**src/rtl/byte_serial_add_seq.sv**
```systemverilog
// Byte-serial wide adder sequencer: drives an external 8-bit adder LSB byte first and chains its carry.
// Optional subtract mode is enabled by defining SERIAL_ADD_SUB_EN (adds the Sub port).
module byte_serial_add_seq #(
  parameter  int NBYTES = 4,
  localparam int W      = 8*NBYTES
) (
  input  logic         clk,
  input  logic         reset,
  input  logic         Start,
  input  logic         Cin,
  input  logic [W-1:0] OpA,
  input  logic [W-1:0] OpB,
`ifdef SERIAL_ADD_SUB_EN
  input  logic         Sub,
`endif
  output logic [7:0]   AddA,
  output logic [7:0]   AddB,
  output logic         AddCin,
  input  logic [7:0]   AddSum,
  input  logic         AddCout,
  output logic [W-1:0] Result,
  output logic         Cout,
  output logic         Busy,
  output logic         Done
);

  localparam int IW = $clog2(NBYTES);

  typedef enum logic [1:0] {IDLE, RUN, DONE} state_t;

  state_t         state_q;
  logic [W-1:0]   a_q, b_q, res_q;
  logic [IW-1:0]  idx_q, idx_d;
  logic           carry_q, cout_q, busy_q, done_q;
  logic           sub_w, last_w;

`ifdef SERIAL_ADD_SUB_EN
  assign sub_w = Sub;
`else
  assign sub_w = 1'b0;
`endif

  assign idx_d  = idx_q + 1'b1;
  assign last_w = (idx_q == IW'(NBYTES-1));

  // Operands shift down a byte per cycle, so the adder always sees bit 0 and
  // zeros are left behind once the last byte has been consumed.
  assign AddA   = a_q[7:0];
  assign AddB   = b_q[7:0];
  assign AddCin = carry_q & busy_q;
  assign Result = res_q;
  assign Cout   = cout_q;
  assign Busy   = busy_q;
  assign Done   = done_q;

  always_ff @(posedge clk) begin
    if (reset) begin
      state_q <= IDLE;
      a_q     <= '0;
      b_q     <= '0;
      res_q   <= '0;
      idx_q   <= '0;
      carry_q <= 1'b0;
      cout_q  <= 1'b0;
      busy_q  <= 1'b0;
      done_q  <= 1'b0;
    end else begin
      unique case (state_q)
        IDLE: begin
          done_q <= 1'b0;
          if (Start) begin
            a_q     <= OpA;
            // Subtract as A + ~B + 1: invert B up front, force carry-in.
            b_q     <= sub_w ? ~OpB : OpB;
            carry_q <= sub_w ? 1'b1 : Cin;
            idx_q   <= '0;
            res_q   <= '0;
            cout_q  <= 1'b0;
            busy_q  <= 1'b1;
            state_q <= RUN;
          end
        end
        RUN: begin
          res_q[{idx_q, 3'b000} +: 8] <= AddSum;
          carry_q <= AddCout;
          idx_q   <= idx_d;
          a_q     <= a_q >> 8;
          b_q     <= b_q >> 8;
          if (last_w) begin
            cout_q  <= AddCout;
            busy_q  <= 1'b0;
            done_q  <= 1'b1;
            state_q <= DONE;
          end
        end
        DONE: begin
          done_q  <= 1'b0;
          state_q <= IDLE;
        end
        default: state_q <= IDLE;
      endcase
    end
  end

endmodule

```
**config.mk**
```make
export PLATFORM = sky130hd
export DESIGN_NAME = byte_serial_add_seq
export DESIGN_NICKNAME = d
export VERILOG_FILES = /design/src/rtl/byte_serial_add_seq.sv
export SDC_FILE = /design/constraint.sdc
export NUM_CORES = 1
export LEC_CHECK = 0
export CORE_MARGIN = 10
export CORE_UTILIZATION = 25
export DETAILED_ROUTE_END_ITERATION = 12
export PLACE_DENSITY = 0.44
export SLEW_MARGIN = 0
export SYNTH_ARGS = -nofsm -noshare
export SYNTH_HDL_FRONTEND = slang
export SYNTH_SLANG_ARGS = --single-unit
```
**constraint.sdc**
```tcl
create_clock -name clk -period 2.1 [get_ports clk]
set_input_delay 0.315 -clock clk [delete_from_list [all_inputs] [get_ports clk]]
set_output_delay 0.315 -clock clk [all_outputs]
set_load 0.05 [all_outputs]
```
## Word level (Yosys, flattened, before mapping)

Index checks and enable logic that the tools add are counted.

- Register bits: 104
- Input bits: 77
- Logic and storage cells: 49

- $add $sub $neg: 2
- Eq/ne operators: 5
- Shift-type cells: 2
- Muxes and demuxes: 22
- Bitwise gates (word level): 1
- Reductions and logical operators: 8

Operators by type and width:

| kind | count |
|---|---|
| $pmux 32 s2 | 3 |
| $mux 32 | 3 |
| $bwmux 32 | 1 |
| $shift 8x7->32 const A | 1 |
| $shiftx 8x7->32 | 1 |
| $pmux 1 s2 | 4 |
| $pmux 2 s2 | 2 |
| $neg 5->7 | 1 |
| $mux 1 | 6 |
| $mux 2 | 3 |
| $reduce_and 2->1 | 3 |
| $eq 2x2->1 const B | 2 |
| $ne 2x2->1 const B | 2 |
| $reduce_bool 2->1 | 2 |
| $reduce_and 3->1 | 1 |
| $add 2x1->2 const B | 1 |
| $eq 2x1->1 const B | 1 |
| $logic_not 2->1 | 1 |
| $reduce_or 2->1 | 1 |
| $and 1x1->1 | 1 |

## Logic depth before layout (Yosys ltp)

- Depth in word-level cells: 4
- Gate-level depth with buffers: 6

## Worst setup path after synthesis

OpenSTA, ideal clock, no wires.

- Kind: reg2reg
- Start point: register idx_q[0]
- End point: register res_q[10] (netlist: Result[10])
- Arrival: 1.594 ns
- Path slack: 0.445 ns
- Cell stages (with the launch flop): 6
- Path buffers: 0
- Cells stage by stage: dfxtp_1 -> inv_1 -> ha_1 -> nand3b_4 -> nor4b_4 -> a22o_1

- Longest elaborated chain between the ends: 4

RTL lines:

| item | RTL line | RTL |
|---|---|---|
| from (decl) | 33 | `logic [IW-1:0] idx_q, idx_d;` |
| from (signal assigned) | 86 | `idx_q <= idx_d;` |
| $neg 5->7 (*) | 84 | `res_q[{idx_q, 3'b000} +: 8] <= AddSum;` |
| $shiftx 8x7->32 / $shift 8x7->32 (equally long branches) | 84 |  |
| $bwmux 32 (*) | 84 |  |
| $pmux 32 s2 (*) | 68 | `unique case (state_q)` |
| to (signal, indexed assignment) | 84 |  |
| to (decl) | 32 | `logic [W-1:0] a_q, b_q, res_q;` |

Every way passes the cells marked *; elsewhere a longest branch is shown, timed or not.
A chain may end at the register's enable or synchronous reset.

## Worst setup path after layout

- Start point: register idx_q[0]
- End point: register res_q[19] (netlist: Result[19])

The elaborated chain is that of the path after synthesis.

==> metrics.csv <==
metric,value,unit
cp-start-kind,flop,
via_per_inst,4.48,
power_density,795,nW/µm²
instances_no_fill,740,
drive_above_1_share,14.1,%
cts_max_level,3,
p_leak,2.29,nW
setup_violations,0,
pwr-share-comb,16.6,%
die_w,154,µm
yosys_register_bits,104,
finalHoldViolCount,0,
drt-total-wl,13300,µm
syn-cell-area,4510,µm²
timing.fmax,0.529,GHz
final_nets,589,
path_clk_slew,0.07,ns
post_cts_buffers,0,
grt_max_degree,74,
holdBufCountCts,0,
tns,0,ns
avgRoutedWirePerCell,17.9,µm
hpwl,9500,µm
synthTopCellsByArea,"dfxtp_1 (46%), mux2i_1 (11%), a211oi_2 (8.3%), a22o_1 (4.7%), o2bb2ai_1 (4.7%)",
cap_violations,0,
cp.required,2.37,ns
synth_cells,405,
netlist.area_leader.share,46.1,%
drc_errors,0,
die_area,23800,µm²
crit_path_end_kind,flop,
insertion_delay,0.35,ns
critical_path.max_stage_delay,0.44,ns
mostFrequentLayoutCells,"clkdlybuf4s50_1 (126), dfxtp_1 (103), nor2_1 (54)",
synth_top_area_cell,dfxtp_1,
worstMarginPinSlew,0.554,ns
cpMaxStageDelayCell,dfxtp_1,
pwr-share-seq,43.8,%
status,"complete, no violations",
rsz0062_at_grt,no,
syn-num-nets,488,
fin_crit_sh,90.1,%
gp_congestion,0.765,
die_h,154,µm
clkPwrFrac,39.6,%
overflow,0,
final_common_cell,clkdlybuf4s50_1,
worstSetupPathType,flop to flop,
grt_usage,11.2,%
path_cells,inv_1 > buf_4 > ha_1 > mux2_2 > a21oi_2 > o2bb2ai_1,
cts_tree,yes,
clockBufferDepth,2,
final.min_clock_period,1.89,ns
core,17800,µm²
num_rows,49,
skew,0.00538,ns
cp.arrival,2.16,ns
drv_slew,0,
start_util,25.3,%
yosysUniqueCellTypes,41,
power,4.91,mW
grt_pass1_vias,3626,
switchingPower,1.28,mW
ir_worst_vdd,555,µV
cts.sinks,104,
ioPinCount,129,
cts-root-buf,clkbuf_16,
cts_resized,0,
yosys_warnings,0,
antenna_found_initial,0,
antennaDiodeCount,0,
swShare,26.0,%
area_delta_synth_final,37.0,%
whs,0.290,ns
synth-seq-area-share,46.1,%
post-place-cells,724,
cp_max_fo,8,
grt_pass1_wl,21300,µm
cts_inserted_buffers,9,
fillerInstances,1742,
vias,3313,
port_buffers,128,
detail-route-antenna-nets,0,
slew_headroom,62.9,%
hp-class,input pin to flop,
dr.pass1.iters,4,
internal-power,3.64,mW
drt_iter0_drc,147,
syn-mean-instance-area,11.1,µm²
## area by class of cell
cell class              instances  area, µm²  share of cell area [%]
multi-input cells             250       2080                    33.6
well taps                     229        287                    4.64
repair buffers                136       1360                    22.0
flip-flops and latches        104       2090                    33.7
clock inverters                 3       68.8                    1.11
inverters                       5       18.8                   0.304
clock buffers                  13        280                    4.53
## state kept, by name, summed over array words and instances, names as in the netlist, 2 cells and up
signal   flops
Result      32
b_q         32
idx_q        2
state_q      2
a_q         32
## worst paths after layout
check / startpoint / to / slack, ns / cells after the start
setup / recovery: idx_q[0] / Result[19] / 0.21 / 6
hold / removal: reset / idx_q[1] / 0.29 / 2
setup reg to reg: idx_q[0] / Result[19] / 0.21 / 6
hold reg to reg: Result[0] / Result[0] / 0.47 / 1
## synthesized netlist by cell type
master,count
a2111oi_0,1
a211oi_1,19
a211oi_2,30
a21oi_1,1
a21oi_2,3
a21oi_4,1
a22o_1,24
a22oi_1,1
a31oi_1,1
and2_1,1
and2b_2,1
buf_2,12
buf_4,22
buf_6,8
clkbuf_1,2
clkbuf_4,2
dfxtp_1,104
ha_1,6
inv_1,5
mux2_2,3
mux2_4,1
mux2i_1,49
nand2_1,1
nand2b_1,8
nand2b_4,1
nand3_1,3
nand3b_4,1
nand4_1,1
nand4b_1,1
nor2_1,54
nor2_4,1
nor2b_1,4
nor3_1,1
nor3_2,1
nor4_1,1
nor4b_4,1
o21ai_0,2
o21ba_1,1
o21bai_1,1
o22ai_1,1
o2bb2ai_1,24
## routing by layer
metal	wire [µm]	track usage, %	part of all wire [%]
met1	6420	14.6	48
met2	5650	16.6	43
met3	1110	5.16	8.3
met4	97	2.16	0.73
met5	0	0	0
## stage by stage
stage	setup slack, ns	util, %	area (µm²)
after detailed placement	0.215	32.7	5830
final	0.208	34.6	6180
after floorplan	0.445	-	4510
after global placement	0.230	32.7	5830
after global routing	0.0739	34.6	6180
after CTS	0.195	34.6	6180
## power by group through the flow
stage	Sequential, mW	Clock (mW)	Combinational (mW)
6_report	2.15	1.95	0.816
5_1_grt	2.17	2.09	0.882
4_1_cts	2.15	2.02	0.827
3_5_place_dp	2.20	0	0.822
3_3_place_gp	2.20	0	0.818
2_1_floorplan	2.20	0	0.544
## worst max-delay path: cells and delay by family, from the launching register on
family                   cells  cell delay, ns
AO/OA/AOI/OAI                2            0.61
flip-flops                   1            0.44
multiplexers                 1            0.28
buffers and inverters        2            0.26
adder cells (fa/ha/maj)      1            0.21
## logic make-up after synthesis
family,synth area share (%)
flip-flops,46.1
AND/OR/NAND/NOR,9.23
adder cells (fa/ha/maj),1.66
AO/OA/AOI/OAI,23.1
buffers and inverters,7.90
multiplexers,12.0
No activity file was read; power rests on OpenSTA's default activity.
